$ cat config.mk
export PLATFORM = sky130hd
export DESIGN_NAME = key_debounce_n_flat
export DESIGN_NICKNAME = d
export VERILOG_FILES = /design/src/rtl/key_debounce_n_if.sv /design/src/rtl/key_debounce_n.sv /design/src/flat_wrapper.sv
export SDC_FILE = /design/constraint.sdc
export NUM_CORES = 1
export LEC_CHECK = 0
export BUFFER_PORTS_ARGS = -buffer_cell sky130_fd_sc_hd__buf_2
export CORE_AREA = 2 2 116 118
export DETAILED_ROUTE_END_ITERATION = 8
export DIE_AREA = 0 0 118 120
export MAX_ROUTING_LAYER = met4
export PLACE_DENSITY = 0.9
export SETUP_SLACK_MARGIN = 0.2
export SLEW_MARGIN = 10
export SYNTH_ARGS = -nofsm -noshare
export SYNTH_HDL_FRONTEND = slang
export SYNTH_SLANG_ARGS = --single-unit
$ cat constraint.sdc
create_clock -name sys_clk -period 6.86 [get_ports sys_clk]
set_input_delay 1.029 -clock sys_clk [delete_from_list [all_inputs] [get_ports sys_clk]]
set_output_delay 1.029 -clock sys_clk [all_outputs]
set_load 0.01 [all_outputs]
$ cat src/rtl/key_debounce_n_if.sv
// Key pins and the debounced level/event outputs of the multi-key debouncer.
interface key_debounce_n_if #(
    parameter int NUM_KEYS = 4
);
    logic [NUM_KEYS-1:0] key_in;
    logic [NUM_KEYS-1:0] key_level;
    logic [NUM_KEYS-1:0] key_press;
    logic [NUM_KEYS-1:0] key_release;
    logic [NUM_KEYS-1:0] key_long;
    logic [NUM_KEYS-1:0] key_repeat;
    logic                any_pressed;

    modport master (
        output key_in,
        input  key_level, key_press, key_release, key_long, key_repeat, any_pressed
    );

    modport slave (
        input  key_in,
        output key_level, key_press, key_release, key_long, key_repeat, any_pressed
    );
endinterface

$ cat src/rtl/key_debounce_n.sv
// Parametrised multi-key debouncer: per-key synchroniser, debounce FSM and hold
// timer producing a clean level plus press/release/long/repeat pulses.
module key_debounce_n #(
    parameter int NUM_KEYS    = 4,
    parameter int CLK_FREQ    = 50_000_000,
    parameter int DEBOUNCE_MS = 20,
    parameter int LONG_MS     = 1000,
    parameter int REPEAT_MS   = 200,
    parameter int ACTIVE_LOW  = 1
) (
    input  logic            sys_clk,
    input  logic            sys_rst_n,
    key_debounce_n_if.slave keys
);
    localparam int PRESCALE = CLK_FREQ / 1000;
    localparam int PW = (PRESCALE > 1) ? $clog2(PRESCALE) : 1;
    localparam int DW = $clog2(DEBOUNCE_MS + 1);
    localparam int HW = $clog2(LONG_MS + 1);
    localparam int RW = (REPEAT_MS > 0) ? $clog2(REPEAT_MS + 1) : 1;

    localparam logic [PW-1:0] PRE_LAST  = PW'(PRESCALE - 1);
    localparam logic [DW-1:0] DEB_LAST  = DW'(DEBOUNCE_MS - 1);
    localparam logic [HW-1:0] HOLD_LAST = HW'(LONG_MS - 1);
    localparam logic [HW-1:0] HOLD_MAX  = HW'(LONG_MS);
    localparam logic [RW-1:0] RPT_LAST  = (REPEAT_MS > 0) ? RW'(REPEAT_MS - 1) : '0;
    localparam logic          RPT_EN    = (REPEAT_MS > 0);
    localparam logic          REL_LVL   = (ACTIVE_LOW != 0);

    typedef enum logic [1:0] {IDLE, DEB_PRESS, PRESSED, DEB_REL} state_t;

    logic [PW-1:0]       pre_cnt;
    logic                tick;
    logic [NUM_KEYS-1:0] level_v, level_nxt_v, press_v, rel_v, long_v, rpt_v;
    logic                any_q;

    assign tick = (pre_cnt == PRE_LAST);

    always_ff @(posedge sys_clk or negedge sys_rst_n) begin
        if (!sys_rst_n) begin
            pre_cnt <= '0;
            any_q   <= 1'b0;
        end else begin
            pre_cnt <= tick ? '0 : pre_cnt + PW'(1);
            any_q   <= |level_nxt_v;
        end
    end

    for (genvar i = 0; i < NUM_KEYS; i++) begin : g_key
        logic          sync1, sync2, raw_p;
        state_t        state, state_nxt;
        logic [DW-1:0] deb_cnt, deb_nxt;
        logic [HW-1:0] hold_cnt, hold_nxt;
        logic [RW-1:0] rpt_cnt, rpt_nxt;
        logic          press_nxt, rel_nxt, long_nxt, rpt_evt_nxt, level_nxt;
        logic          level_q, press_q, rel_q, long_q, rpt_q;

        assign raw_p     = REL_LVL ? ~sync2 : sync2;
        assign level_nxt = (state_nxt == PRESSED) || (state_nxt == DEB_REL);

        always_ff @(posedge sys_clk or negedge sys_rst_n) begin
            if (!sys_rst_n) begin
                sync1    <= REL_LVL;
                sync2    <= REL_LVL;
                state    <= IDLE;
                deb_cnt  <= '0;
                hold_cnt <= '0;
                rpt_cnt  <= '0;
                level_q  <= 1'b0;
                press_q  <= 1'b0;
                rel_q    <= 1'b0;
                long_q   <= 1'b0;
                rpt_q    <= 1'b0;
            end else begin
                sync1    <= keys.key_in[i];
                sync2    <= sync1;
                state    <= state_nxt;
                deb_cnt  <= deb_nxt;
                hold_cnt <= hold_nxt;
                rpt_cnt  <= rpt_nxt;
                level_q  <= level_nxt;
                press_q  <= press_nxt;
                rel_q    <= rel_nxt;
                long_q   <= long_nxt;
                rpt_q    <= rpt_evt_nxt;
            end
        end

        always_comb begin
            state_nxt   = state;
            deb_nxt     = deb_cnt;
            hold_nxt    = hold_cnt;
            rpt_nxt     = rpt_cnt;
            press_nxt   = 1'b0;
            rel_nxt     = 1'b0;
            long_nxt    = 1'b0;
            rpt_evt_nxt = 1'b0;
            case (state)
                IDLE: begin
                    if (raw_p) begin
                        state_nxt = DEB_PRESS;
                        deb_nxt   = '0;
                    end
                end
                DEB_PRESS: begin
                    if (!raw_p) begin
                        state_nxt = IDLE;
                    end else if (tick) begin
                        deb_nxt = deb_cnt + DW'(1);
                        if (deb_cnt == DEB_LAST) begin
                            state_nxt = PRESSED;
                            press_nxt = 1'b1;
                            hold_nxt  = '0;
                            rpt_nxt   = '0;
                        end
                    end
                end
                PRESSED: begin
                    // hold/repeat counters stay frozen across a release glitch
                    if (!raw_p) begin
                        state_nxt = DEB_REL;
                        deb_nxt   = '0;
                    end else if (tick) begin
                        if (hold_cnt != HOLD_MAX) begin
                            hold_nxt = hold_cnt + HW'(1);
                            long_nxt = (hold_cnt == HOLD_LAST);
                        end else if (RPT_EN) begin
                            if (rpt_cnt == RPT_LAST) begin
                                rpt_evt_nxt = 1'b1;
                                rpt_nxt     = '0;
                            end else begin
                                rpt_nxt = rpt_cnt + RW'(1);
                            end
                        end
                    end
                end
                DEB_REL: begin
                    if (raw_p) begin
                        state_nxt = PRESSED;
                    end else if (tick) begin
                        deb_nxt = deb_cnt + DW'(1);
                        if (deb_cnt == DEB_LAST) begin
                            state_nxt = IDLE;
                            rel_nxt   = 1'b1;
                        end
                    end
                end
                default: state_nxt = IDLE;
            endcase
        end

        assign level_nxt_v[i] = level_nxt;
        assign level_v[i]     = level_q;
        assign press_v[i]     = press_q;
        assign rel_v[i]       = rel_q;
        assign long_v[i]      = long_q;
        assign rpt_v[i]       = rpt_q;
    end

    assign keys.key_level   = level_v;
    assign keys.key_press   = press_v;
    assign keys.key_release = rel_v;
    assign keys.key_long    = long_v;
    assign keys.key_repeat  = rpt_v;
    assign keys.any_pressed = any_q;
endmodule
$ cat src/flat_wrapper.sv
// flat-port wrapper written by rule: the top's interface ports become plain ports
module key_debounce_n_flat 
#(
    parameter int NUM_KEYS    = 4,
    parameter int CLK_FREQ    = 50_000_000,
    parameter int DEBOUNCE_MS = 20,
    parameter int LONG_MS     = 1000,
    parameter int REPEAT_MS   = 200,
    parameter int ACTIVE_LOW  = 1
)
  (sys_clk, sys_rst_n, keys_key_in, keys_key_level, keys_key_press, keys_key_release, keys_key_long, keys_key_repeat, keys_any_pressed);
  key_debounce_n_if #(.NUM_KEYS(NUM_KEYS)) keys_i ();
  input  logic sys_clk;
  input  logic sys_rst_n;
  input wire logic [$bits(keys_i.key_in)-1:0] keys_key_in;
  output wire logic [$bits(keys_i.key_level)-1:0] keys_key_level;
  output wire logic [$bits(keys_i.key_press)-1:0] keys_key_press;
  output wire logic [$bits(keys_i.key_release)-1:0] keys_key_release;
  output wire logic [$bits(keys_i.key_long)-1:0] keys_key_long;
  output wire logic [$bits(keys_i.key_repeat)-1:0] keys_key_repeat;
  output wire logic [$bits(keys_i.any_pressed)-1:0] keys_any_pressed;
  assign keys_i.key_in = keys_key_in;
  assign keys_key_level = keys_i.key_level;
  assign keys_key_press = keys_i.key_press;
  assign keys_key_release = keys_i.key_release;
  assign keys_key_long = keys_i.key_long;
  assign keys_key_repeat = keys_i.key_repeat;
  assign keys_any_pressed = keys_i.any_pressed;
  key_debounce_n #(.NUM_KEYS(NUM_KEYS), .CLK_FREQ(CLK_FREQ), .DEBOUNCE_MS(DEBOUNCE_MS), .LONG_MS(LONG_MS), .REPEAT_MS(REPEAT_MS), .ACTIVE_LOW(ACTIVE_LOW)) u_core (.sys_clk(sys_clk), .sys_rst_n(sys_rst_n), .keys(keys_i));
endmodule
==> impl_results.md, run 1 <==
* Io pins at 27
* Synth Area in Compound Gates at 16.8%
* Seq. cell area at 3640 µm²
* Synth unique cells at 61
* Antenna cells at 0
* Final hold slack at roughly 0.35 ns
* RSZ-0062 raised after global routing: no
* Leak pwr at 3.77 nW
* Yosys top cell area share at 41.5%
* Area leader, netlist: dfrtp_1
* Routed WL at 17.8 mm
* Post-Syn Area at 8260 µm²
* Final antenna-violating net count at 0
* Net switching power at 0.959 mW
* Initial drt markers at slightly below 800
* Startpoint types: flop
* FMAX at approximately 290 MHz
* Final Hold Viols at 0
* Setup bufs post-CTS at 0
* Crit path required time at 7.19 ns
* Hpwl dp at 11.5 mm
* Ys flop type: dfrtp_1
* Routed vias/inst at about 6.4
* Die Wd at 118 µm
* Area growth from synthesis to layout at 8.02%
* Maximum VDD drop at 0.203 mV
* WS Path Type: flop to flop
* CTS Sinks at between 100 and 150
* Via Count at 6932
* Final worst-path cycle share at 50.4%
* Post-Synth Simple-Gate Area at 25.1%
* IO Port Bufs at 26
* Synth cell count leaders: dfrtp_1, nand2_1, nor2_1
* Reg clk slew, reported paths at around 0.06 ns
* Sequential share of power at between 30 and 40%
* Max-cap violations at 0
* Status: finished clean
* Critical path peak fanout at 11
* Post-synth ARST share at 100%
* Post-Syn Nets at 935
* Mux cell area share after synthesis at 2.30%
* Initial Utilization at between 60% and 70%
* Mean Syn Cell Area at 9.18 µm²
* Area occupied by multi-input gates at between 4000 and 5000 µm²
* Syn. warnings at 0
* Cells after synthesis at 899
* Final Skew at around 0.012 ns
* CTS Hold Bufs at 0
* Internal Power at 1.64 mW
* Cts bufs inserted at 17
* Clock power frac at 33.0%
* Min Tclk post-route at 3.46 ns
* Combinational power share at 30.1%
* Min-delay worst type: flop to flop
* Initial antenna violation count at 0
* Largest net degree at the start of global routing at 78
* Max Slew Vio Count at 0
* Die Ht at 120 µm
* Switch share at 36.8%
* Root Driver: clkbuf_16
* TritonCTS clock tree: done
* Kind of end point of the critical path: flop
* Final setup violation count at 0
* Max-slew headroom at 27.2%
* CTS max path bufs at 2
* GRT Total Usage at 26.7%
* Share of layout cells above drive strength 1 at 8.97%
* Main combinational cell family by area after synthesis: simple AND/OR/NAND/NOR gates
* Total die area at ~14000 µm²
* Yosys reg bits at 145
* Synth area leaders: dfrtp_1, ha_1, o21ai_0, nand2_1, o31ai_1
* Core Footprint at 13000 µm²
* Fill count at between 900 and 1000
* Post-synthesis adder-cell area fraction at 4.55%
* Power density cells at 292 nW/µm²
* Number of synthesized flops with an enable pin at 0
* Post-synthesis xor/xnor area fraction at 1.70%
* Setup TNS at 0 ns
* GRT overflow at 0
* Average wire per standard cell at 16.5 µm
* Worst slew pin tran at between 1 and 1.5 ns
* Finished Core Util at between 60 and 70%
* Post-route DRC at 0
* Gp weighted congestion at a little under 0.9
* Most frequent cell after synthesis: dfrtp_1
* Core Rows at 42
* H-Tree Depth at 4
* # resized after CTS at 0
* First-pass GRT wire length at roughly 30 mm
* Skew-Pair Late Insertion Delay at ~0.43 ns
* Nets at 926
* Post-synthesis sequential area ratio at 44.1%
* DR pass1 iterations at 6
* Crit path DAT at 3.78 ns
* Number of global-route vias before repair at 6417
[placed cells by master (no fill, tap or decap), types with 8 or more instances in the layout]
cell,count
mux2_2,8
xor2_1,8
a22o_1,14
a21oi_1,33
nand3_1,49
buf_2,25
o211ai_1,8
dfrtp_1,137
clkbuf_16,17
o21ai_0,57
xnor2_1,8
nand2_1,76
o31ai_1,36
o41ai_1,10
dfstp_2,8
or4_1,16
nand4_1,34
nand3b_1,10
nor3_1,20
mux2i_1,10
and3_1,17
or3_1,22
nor2_1,64
nor2b_1,8
ha_1,30
nand2b_1,21
inv_1,42
nor4_1,26
[worst max-delay path: stages (launching register included)]
cell and delay [ns]:
dfrtp_1 0.42, or4b_1 0.69, or4_1 0.85, or4b_1 0.78, or2_1 0.36, o31ai_1 0.26
[sequential cells by signal (all words and copies together) (netlist names), 8 cells and up]
signal	count
u_core.g_key.hold_cnt	40
u_core.g_key.deb_cnt	20
u_core.pre_cnt	16
u_core.g_key.rpt_cnt	32
u_core.g_key.state	8
[power by group through the flow]
stage	registers, mW	logic, mW	clock network (mW)
2_1_floorplan	0.958	0.597	0
3_3_place_gp	0.971	0.751	0
3_5_place_dp	0.974	0.766	0
4_1_cts	0.960	0.775	0.874
5_1_grt	0.969	0.878	0.911
6_report	0.961	0.783	0.859
[routing by layer]
layer	wire (µm)	GRT usage [%]	vias up
li1	-	-	3312
met1	8010	34.2	3331
met2	8600	42.4	242
met3	860	5.37	47
met4	366	9.71	0
met5	0	-	-
[worst paths after layout]
path                                  startpoint                          to  slack [ns]  cells after the start
max in group asynchronous              sys_rst_n      u_core.g_key[1].long_q        4.90                      2
max reg2reg                    u_core.pre_cnt[7]  u_core.g_key[0].rpt_cnt[4]        3.40                      5
min                        u_core.g_key[3].sync1       u_core.g_key[3].sync2        0.35                      0
min in group asynchronous              sys_rst_n  u_core.g_key[0].rpt_cnt[5]        0.62                      1
min reg2reg                u_core.g_key[3].sync1       u_core.g_key[3].sync2        0.35                      0
max                            u_core.pre_cnt[7]  u_core.g_key[0].rpt_cnt[4]        3.40                      5
[cell type report]
cell class,count,share of cell area (%)
tap,176,2.47
multi-input combinational,654,46.9
inverter,42,1.77
clock buffer,25,5.67
clock inverter,7,0.575
timing repair buffer,30,1.87
sequential,145,40.8
[logic make-up (layout without fill, tap and decap cells)]
family / after synthesis / after routing
XOR/XNOR: 16 / 16
AND/OR/NAND/NOR: 385 / 385
multiplexers: 18 / 18
flip-flops: 145 / 145
AO/OA/AOI/OAI: 205 / 205
buffers and inverters: 100 / 104
adder cells (fa/ha/maj): 30 / 30
[stage by stage]
stage          std cells  area [µm²]  power, mW  setup slack (ns)
2_1_floorplan        899        8260       1.56              3.96
3_3_place_gp        1047        8360       1.72              3.52
3_5_place_dp        1047        8360       1.74              3.42
4_1_cts             1079        8910       2.61              3.41
5_1_grt             1079        8920       2.76              3.26
6_report            1079        8920       2.60              3.40
No activity file was read; power rests on OpenSTA's default activity.
==> run 2, diff against run 1 <==
--- a/config.mk
+++ b/config.mk
@@ -5,12 +5,13 @@
 export SDC_FILE = /design/constraint.sdc
 export NUM_CORES = 1
 export LEC_CHECK = 0
+export ABC_AREA = 1
 export BUFFER_PORTS_ARGS = -buffer_cell sky130_fd_sc_hd__buf_2
-export CORE_AREA = 2 2 116 118
+export CORE_AREA = 2 2 118 120
 export DETAILED_ROUTE_END_ITERATION = 8
-export DIE_AREA = 0 0 118 120
+export DIE_AREA = 0 0 120 122
 export MAX_ROUTING_LAYER = met4
-export PLACE_DENSITY = 0.9
+export PLACE_DENSITY = 0.88
 export SETUP_SLACK_MARGIN = 0.2
 export SLEW_MARGIN = 10
 export SYNTH_ARGS = -nofsm -noshare
==> constraint.sdc (replaced) <==
create_clock -name sys_clk -period 3.4 [get_ports sys_clk]
set_input_delay 0.51 -clock sys_clk [delete_from_list [all_inputs] [get_ports sys_clk]]
set_output_delay 0.51 -clock sys_clk [all_outputs]
set_load 0.01 [all_outputs]
==> run 2 against run 1 <==
  * Via count fell by 3.7%
  * Hold slack got worse by 0.26 ns
  * Maximum frequency rose by 38%
  * Global-route usage fell by 2.3 points
  * Critical path depth rose by 5
  * Largest cell class unchanged
==> impl_results.md, run 2 <==
* CTS Hold Bufs at 0 (unchanged)
* Most frequent cell after synthesis: nand2_1
* Die Wd at 120 µm (+1.7%)
* R2r endpoint: u_core.g_key[1].hold_cnt[9]
* Post-Place Cells at 1223 (+17%)
* Share of layout cells above drive strength 1 at 10.0% (+1.1 points)
* Crit-path cells: inv_1, ha_1, inv_1, nand2_1, a21boi_0, nand2_2, nor2_8, inv_1, nand2_1, nand2_1
* Syn. warnings at 0 (unchanged)
* Sequential share of power at 37.8% (+0.9 points)
* Most flop-heavy register: u_core.g_key.hold_cnt
* Ys flop type: dfrtp_1
* H-Tree Depth at 4 (unchanged)
* Post-Syn Nets at 1088 (+16%)
* Leak pwr at 4.17 nW (+11%)
* Area after DPL at 8450 µm² (+1.1%)
* Status: finished clean
* R2R setup slack at 0.89 ns (-2.51 ns)
* Yosys top cell area share at 41.3% (-0.24 points)
* Routed vias/inst at 5.32 (-17%)
* Min Tclk post-route at 2.51 ns (-0.946 ns)
* Worst Setup SP: u_core.g_key[1].state[0]
* CTS Sinks at 145 (unchanged)
* Largest net degree at the start of global routing at 76 (-2.6%)
* TritonCTS clock tree: done
* Setup TNS at 0 ns (unchanged)
* Max Slew Vio Count at 0 (unchanged)
* Final Hold Viols at 0 (unchanged)
* Nets at 1098 (+19%)
* CTS max path bufs at 2 (unchanged)
* Antenna cells at 0 (unchanged)
* Max-cap violations at 0 (unchanged)
* Cts bufs inserted at 17 (unchanged)
* Initial antenna violation count at 0 (unchanged)
* Internal Power at 3.33 mW (+100%)
* Slowest-stage cell, CP: dfrtp_1
* Total die area at 14600 µm² (+3.4%)
* Routed WL at 15.9 mm (-11%)
* IO Port Bufs at 26 (unchanged)
* Synth unique cells at 46 (-25%)
* Core Rows at 43 (+2.4%)
* GRT Total Usage at 24.3% (-2.3 points)
* Worst slew pin tran at 0.632 ns (-0.459 ns)
* Final Skew at 0.00602 ns (-0.00552 ns)
* WS Path Type: flop to flop
* Maximum VDD drop at 0.395 mV (+95%)
* Final antenna-violating net count at 0 (unchanged)
* Min-delay worst type: input pin to async pin
* Final setup violation count at 0 (unchanged)
* FMAX at 398 MHz (+38%)
* Startpoint types: flop
* Crit path DAT at 2.83 ns (-0.95 ns)
* Top flop regs: u_core.g_key.hold_cnt: 40 flops, u_core.g_key.rpt_cnt: 32 flops, u_core.g_key.deb_cnt: 20 flops
* Net switching power at 2.00 mW (+110%)
* Combinational power share at 31.2% (+1.1 points)
* Via Count at 6673 (-3.7%)
* Average wire per standard cell at 12.7 µm (-23%)
* Post-Syn Area at 8310 µm² (+0.59%)
* Worst flop-to-flop path startpoint: u_core.g_key[1].state[0]
* Initial drt markers at 564 (-28%)
* Final cell count without fillers at 1255 (+16%)
* Place WS at 0.912 ns (-2.50 ns)
* Synth area leaders: dfrtp_1, nand2_1, inv_1, nor2_1, ha_1
* Synth cell count leaders: nand2_1, dfrtp_1, inv_1
* Post-synth ARST share at 100% (unchanged)
* Switch share at 37.5% (+0.69 points)
* Number of global-route vias before repair at 6345 (-1.1%)
* Root Driver: clkbuf_16
* Gp weighted congestion at 0.931 (+5.8%)
* Post-synthesis sequential area ratio at 43.8% (-0.26 points)
* Yosys reg bits at 145 (unchanged)
* Area growth from synthesis to layout at 7.89%
* # resized after CTS at 0 (unchanged)
* Kind of end point of the critical path: flop
* Die Ht at 122 µm (+1.7%)
* Post-route DRC at 0 (unchanged)
* Setup bufs post-CTS at 0 (unchanged)
* Finished Core Util at 66.4% (-2.4 points)
* Hpwl dp at 10.9 mm (-5.2%)
* RSZ-0062 raised after global routing: no
* Final worst-path cycle share at 73.8% (+23 points)
* Most common cell after layout, fill and taps aside: nand2_1
* Core Footprint at 13500 µm² (+4.0%)
* Reg clk slew, reported paths at 0.06 ns (about the same)
* Area leader, netlist: dfrtp_1
* R2R depth at 10 (+5)
* Clock power frac at 31.0% (-2.0 points)
* Number of synthesized flops with an enable pin at 0 (unchanged)
* DR pass1 iterations at 5 (-1)
* Design Area, Final at 8960 µm² (+0.48%)
* Crit path required time at 3.72 ns (-3.47 ns)
* Skew-Pair Late Insertion Delay at 0.43 ns (about the same)
* Worst setup path end: u_core.g_key[1].hold_cnt[9]
* First-pass GRT wire length at 28.0 mm (-6.8%)
* Critical path peak fanout at 19 (+8)
* Final worst setup slack at 0.890 ns (-2.51 ns)
* Crit-path max cell delay at 0.42 ns (-0.43 ns)
* Io pins at 27 (unchanged)
* Max-slew headroom at 57.8% (+31 points)
* Mean Syn Cell Area at 7.89 µm² (-14%)
* Initial Utilization at 61.5% (-2.1 points)
* Commonest cells after routing, fill and taps aside: nand2_1, dfrtp_1, inv_1, nor2_1, nand3_1
* Largest register FFs at 40 (unchanged)
* Cells after synthesis at 1052 (+17%)
* GRT overflow at 0 (unchanged)
* Power density cells at 594 nW/µm² (+100%)
-- run 2: how the worst min path moves through the flow --
stage,end,cells past startpoint
2_1_floorplan,u_core.g_key[0].deb_cnt[0],0
4_1_cts,u_core.g_key[3].hold_cnt[7],1
3_3_place_gp,u_core.g_key[3].sync2,0
6_report,u_core.g_key[3].hold_cnt[7],1
3_5_place_dp,u_core.g_key[2].sync2,0
5_1_grt,u_core.g_key[3].hold_cnt[7],1
-- run 2: area by class of cell --
class	count	area [µm²]
Timing Repair Buffer	29	171
Fill cell	1102	4540
Inverter	132	498
Clock inverter	7	37.5
Tap cell	180	225
Clock buffer	25	475
Multi-Input combinational cell	737	3920
Sequential cell	145	3640
-- run 2: cells by family (layout without fill, tap and decap cells) --
logic type	count (synthesis)	after routing	synth area share, %
simple gates	534	534	29.1
xor+xnor	43	43	4.53
flops	145	145	43.8
fa+ha+maj	30	30	4.52
compound gates	130	130	8.99
buf+inv	170	193	9.05
-- run 2: routing by layer --
metal | share of wire (%) | GRT usage, % | vias to the layer above
met5 | 0 | - | -
met4 | 1.9 | 9.26 | 0
met3 | 3.1 | 5.71 | 31
met2 | 49 | 39.5 | 98
met1 | 46 | 29.7 | 3138
li1 | - | - | 3406
-- run 2: worst max-delay path, delay by kind of cell (launching register included) --
kind / cells / cell delay, ns
buffers and inverters: 3 / 0.63
AO/OA/AOI/OAI: 1 / 0.35
AND/OR/NAND/NOR: 5 / 0.61
adder cells (fa/ha/maj): 1 / 0.38
flip-flops: 1 / 0.42
-- run 2: power groups by stage --
stage	logic, mW	clock network (mW)	registers (mW)
final	1.66	1.65	2.01
after global routing	1.90	1.75	2.03
after CTS	1.67	1.68	2.01
after detailed placement	1.65	0	2.04
after global placement	1.60	0	2.03
after floorplan	1.38	0	2.01
-- run 2: stage by stage --
step | power (mW) | hold WS (ns)
2_1_floorplan | 3.39 | 0.214
3_3_place_gp | 3.63 | 0.347
3_5_place_dp | 3.69 | 0.347
4_1_cts | 5.36 | 0.106
5_1_grt | 5.68 | 0.149
6_report | 5.32 | 0.0928
==> run 3, diff against run 2 <==
--- a/config.mk
+++ b/config.mk
@@ -5,13 +5,13 @@
 export SDC_FILE = /design/constraint.sdc
 export NUM_CORES = 1
 export LEC_CHECK = 0
-export ABC_AREA = 1
+export ABC_AREA = 0
 export BUFFER_PORTS_ARGS = -buffer_cell sky130_fd_sc_hd__buf_2
 export CORE_AREA = 2 2 118 120
 export DETAILED_ROUTE_END_ITERATION = 8
 export DIE_AREA = 0 0 120 122
 export MAX_ROUTING_LAYER = met4
-export PLACE_DENSITY = 0.88
+export PLACE_DENSITY = 0.87
 export SETUP_SLACK_MARGIN = 0.2
 export SLEW_MARGIN = 10
 export SYNTH_ARGS = -nofsm -noshare
==> constraint.sdc (replaced) <==
create_clock -name sys_clk -period 2.55 [get_ports sys_clk]
set_input_delay 0.3825 -clock sys_clk [delete_from_list [all_inputs] [get_ports sys_clk]]
set_output_delay 0.3825 -clock sys_clk [all_outputs]
set_load 0.01 [all_outputs]
==> run 3 against run 2 <==
  * The flow now finishes with violations (setup timing)
  * Maximum frequency decreased by 13%
  * Clock skew is 0.014 ns higher
  * Setup slack worse by 1.2 ns
  * Non-clock buffer count rose by 119
  * Sequential share of layout area is 8.8 points lower
  * Die area stayed put
==> impl_results.md, run 3 (same netlist as run 1, synthesis figures left out) <==
* Status: finished with violations
* Failing checks: setup timing
* FMAX at 348 MHz (-13%)
* WP buf/inv at 1 (-2)
* Die Wd at 120 µm (unchanged)
* Internal Power at 5.84 mW (+76%)
* Sequential share of power at 26.4% (-11 points)
* Root Driver: clkbuf_16
* Max-slew headroom at 30.6% (-27 points)
* Final setup violation count at 49 (+49)
* Gp weighted congestion at 0.933 (+0.27%)
* Io pins at 27 (unchanged)
* Max-cap violations at 0 (unchanged)
* Switch share at 41.4% (+3.8 points)
* Final antenna-violating net count at 0 (unchanged)
* Combinational power share at 43.9% (+13 points)
* Number of global-route vias before repair at 7958 (+25%)
* RSZ-0062 raised after global routing: yes
* Share of layout cells above drive strength 1 at 33.7% (+24 points)
* Via Count at 9044 (+36%)
* First-pass GRT wire length at 39.2 mm (+40%)
* CTS max path bufs at 2 (unchanged)
* Power density cells at 872 nW/µm² (+47%)
* Skew-Pair Late Insertion Delay at 0.46 ns (+0.03 ns)
* Slowest-stage cell, CP: o41ai_1
* Final hold slack at 0.0277 ns (-0.0651 ns)
* Largest net degree at the start of global routing at 55 (-28%)
* Maximum VDD drop at 0.516 mV (+31%)
* Final worst setup slack at -0.323 ns (-1.21 ns)
* Startpoint types: flop
* Final Skew at 0.0198 ns (+0.0137 ns)
* Core Rows at 43 (unchanged)
* DR pass1 iterations at 7 (+2)
* Total chip power at 9.96 mW (+87%)
* GRT Total Usage at 34.4% (+10 points)
* Crit path DAT at 3.19 ns (+0.36 ns)
* Area growth from synthesis to layout at 38.4%
* Final worst-path cycle share at 113% (+39 points)
* Largest register FFs at 40 (unchanged)
* Kind of end point of the critical path: flop
* Initial antenna violation count at 1 (+1)
* Clock power frac at 29.7% (-1.3 points)
* Hpwl dp at 13.1 mm (+20%)
* Max Slew Vio Count at 0 (unchanged)
* Initial drt markers at 1603 (+180%)
* Crit path required time at 2.87 ns (-0.85 ns)
* Initial Utilization at 61.1% (-0.36 points)
* Final Hold Viols at 0 (unchanged)
* Post-Place Cells at 1128 (-7.8%)
* Top delay family on crit path: compound AO/OA/AOI/OAI gates
* Reg clk slew, reported paths at 0.06 ns (about the same)
* Routed WL at 32.7 mm (+110%)
* Most flop-heavy register: u_core.g_key.hold_cnt
* CTS Sinks at 145 (unchanged)
* Min Tclk post-route at 2.87 ns (+0.363 ns)
* Critical path peak fanout at 5 (-14)
* Core Footprint at 13500 µm² (unchanged)
* TritonCTS clock tree: done
* Die Ht at 122 µm (unchanged)
* Post-route DRC at 0 (unchanged)
* Crit-path cells: ha_1, nand4_1, o41ai_1, buf_4, nor2b_1, o31ai_4, o31ai_4
* Net switching power at 4.12 mW (+110%)
* Nets at 1047 (-4.6%)
* Total die area at 14600 µm² (unchanged)
* GRT overflow at 0 (unchanged)
* Leak pwr at 4.83 nW (+16%)
* Worst slew pin tran at 1.03 ns (+0.396 ns)
* Min-delay worst type: input pin to flop
* Final cell count without fillers at 1205 (-4.0%)
* Crit-path max cell delay at 0.86 ns (+0.44 ns)
* Most frequent CP cell: o31ai_4
* WS Path Type: flop to flop
* Average wire per standard cell at 27.1 µm (+110%)
* Setup TNS at -3.26 ns (-3.26 ns)
* Top flop regs: u_core.g_key.hold_cnt: 40 flops, u_core.g_key.rpt_cnt: 32 flops, u_core.g_key.deb_cnt: 20 flops
* H-Tree Depth at 4 (unchanged)
* Commonest cells after routing, fill and taps aside: dfrtp_1, buf_4, nand2_1, nor2_1, nand3_1
* Routed vias/inst at 7.51 (+41%)
* Cts bufs inserted at 17 (unchanged)
* Most common cell after layout, fill and taps aside: dfrtp_1
* IO Port Bufs at 26 (unchanged)
## run 3: timing repair
action | 4_1_cts | 5_1_grt
cloned | 2 | 3
setup buffers | 18 | 20
hold buffers | 1 | 0
endpoints found under the hold margin | 49 | 0
setup endpoints to repair | 91 | 90
pin swaps | 47 | 67
gates resized for setup | 125 | 138
## run 3: metrics by stage
| step | util, % | cell area [µm²] | setup slack, ns |
|---|---|---|---|
| 6_report | 84.6 | 11400 | -0.323 |
| 5_1_grt | 84.6 | 11400 | -0.496 |
| 4_1_cts | 77.9 | 10500 | -0.00378 |
| 3_5_place_dp | 67.5 | 9110 | -0.222 |
| 3_3_place_gp | 67.5 | 9110 | -0.146 |
| 2_1_floorplan | - | 8500 | -0.157 |
## run 3: area by class of cell
cell class | instances | area (µm²)
clock inverter | 14 | 235
fill | 538 | 2080
tap | 180 | 225
sequential | 145 | 3640
multi-input combinational | 657 | 5450
timing repair buffer | 148 | 1280
clock buffer | 18 | 439
antenna | 1 | 2.50
inverter | 42 | 158
## run 3: path summary, 6_finish.rpt
path	start	to	slack, ns	cells after the start
min in group asynchronous	sys_rst_n	u_core.g_key[2].hold_cnt[3]	0.47	2
hold reg to reg	u_core.g_key[0].sync1	u_core.g_key[0].sync2	0.36	0
hold / removal	keys_key_in[3]	u_core.g_key[3].sync1	0.03	1
setup reg to reg	u_core.g_key[2].rpt_cnt[0]	u_core.g_key[2].rpt_cnt[5]	-0.32	7
setup / recovery	u_core.g_key[2].rpt_cnt[0]	u_core.g_key[2].rpt_cnt[5]	-0.32	7
max in group asynchronous	sys_rst_n	u_core.g_key[3].sync2	1.29	3
## run 3: power groups by stage
stage / clock network [mW] / logic [mW] / registers [mW]
6_report: 2.96 / 4.37 / 2.63
5_1_grt: 3.03 / 4.55 / 2.64
4_1_cts: 2.86 / 3.08 / 2.59
3_5_place_dp: 0 / 2.47 / 2.62
3_3_place_gp: 0 / 2.42 / 2.61
2_1_floorplan: 0 / 1.65 / 2.58
## run 3: per-layer routing
layer | part of all wire [%] | wire length (µm) | GRT usage (%)
met1 | 33 | 10900 | 39.6
met5 | 0 | 0 | -
met2 | 47 | 15300 | 58.1
met3 | 12 | 3810 | 7.44
met4 | 8.4 | 2740 | 15.0
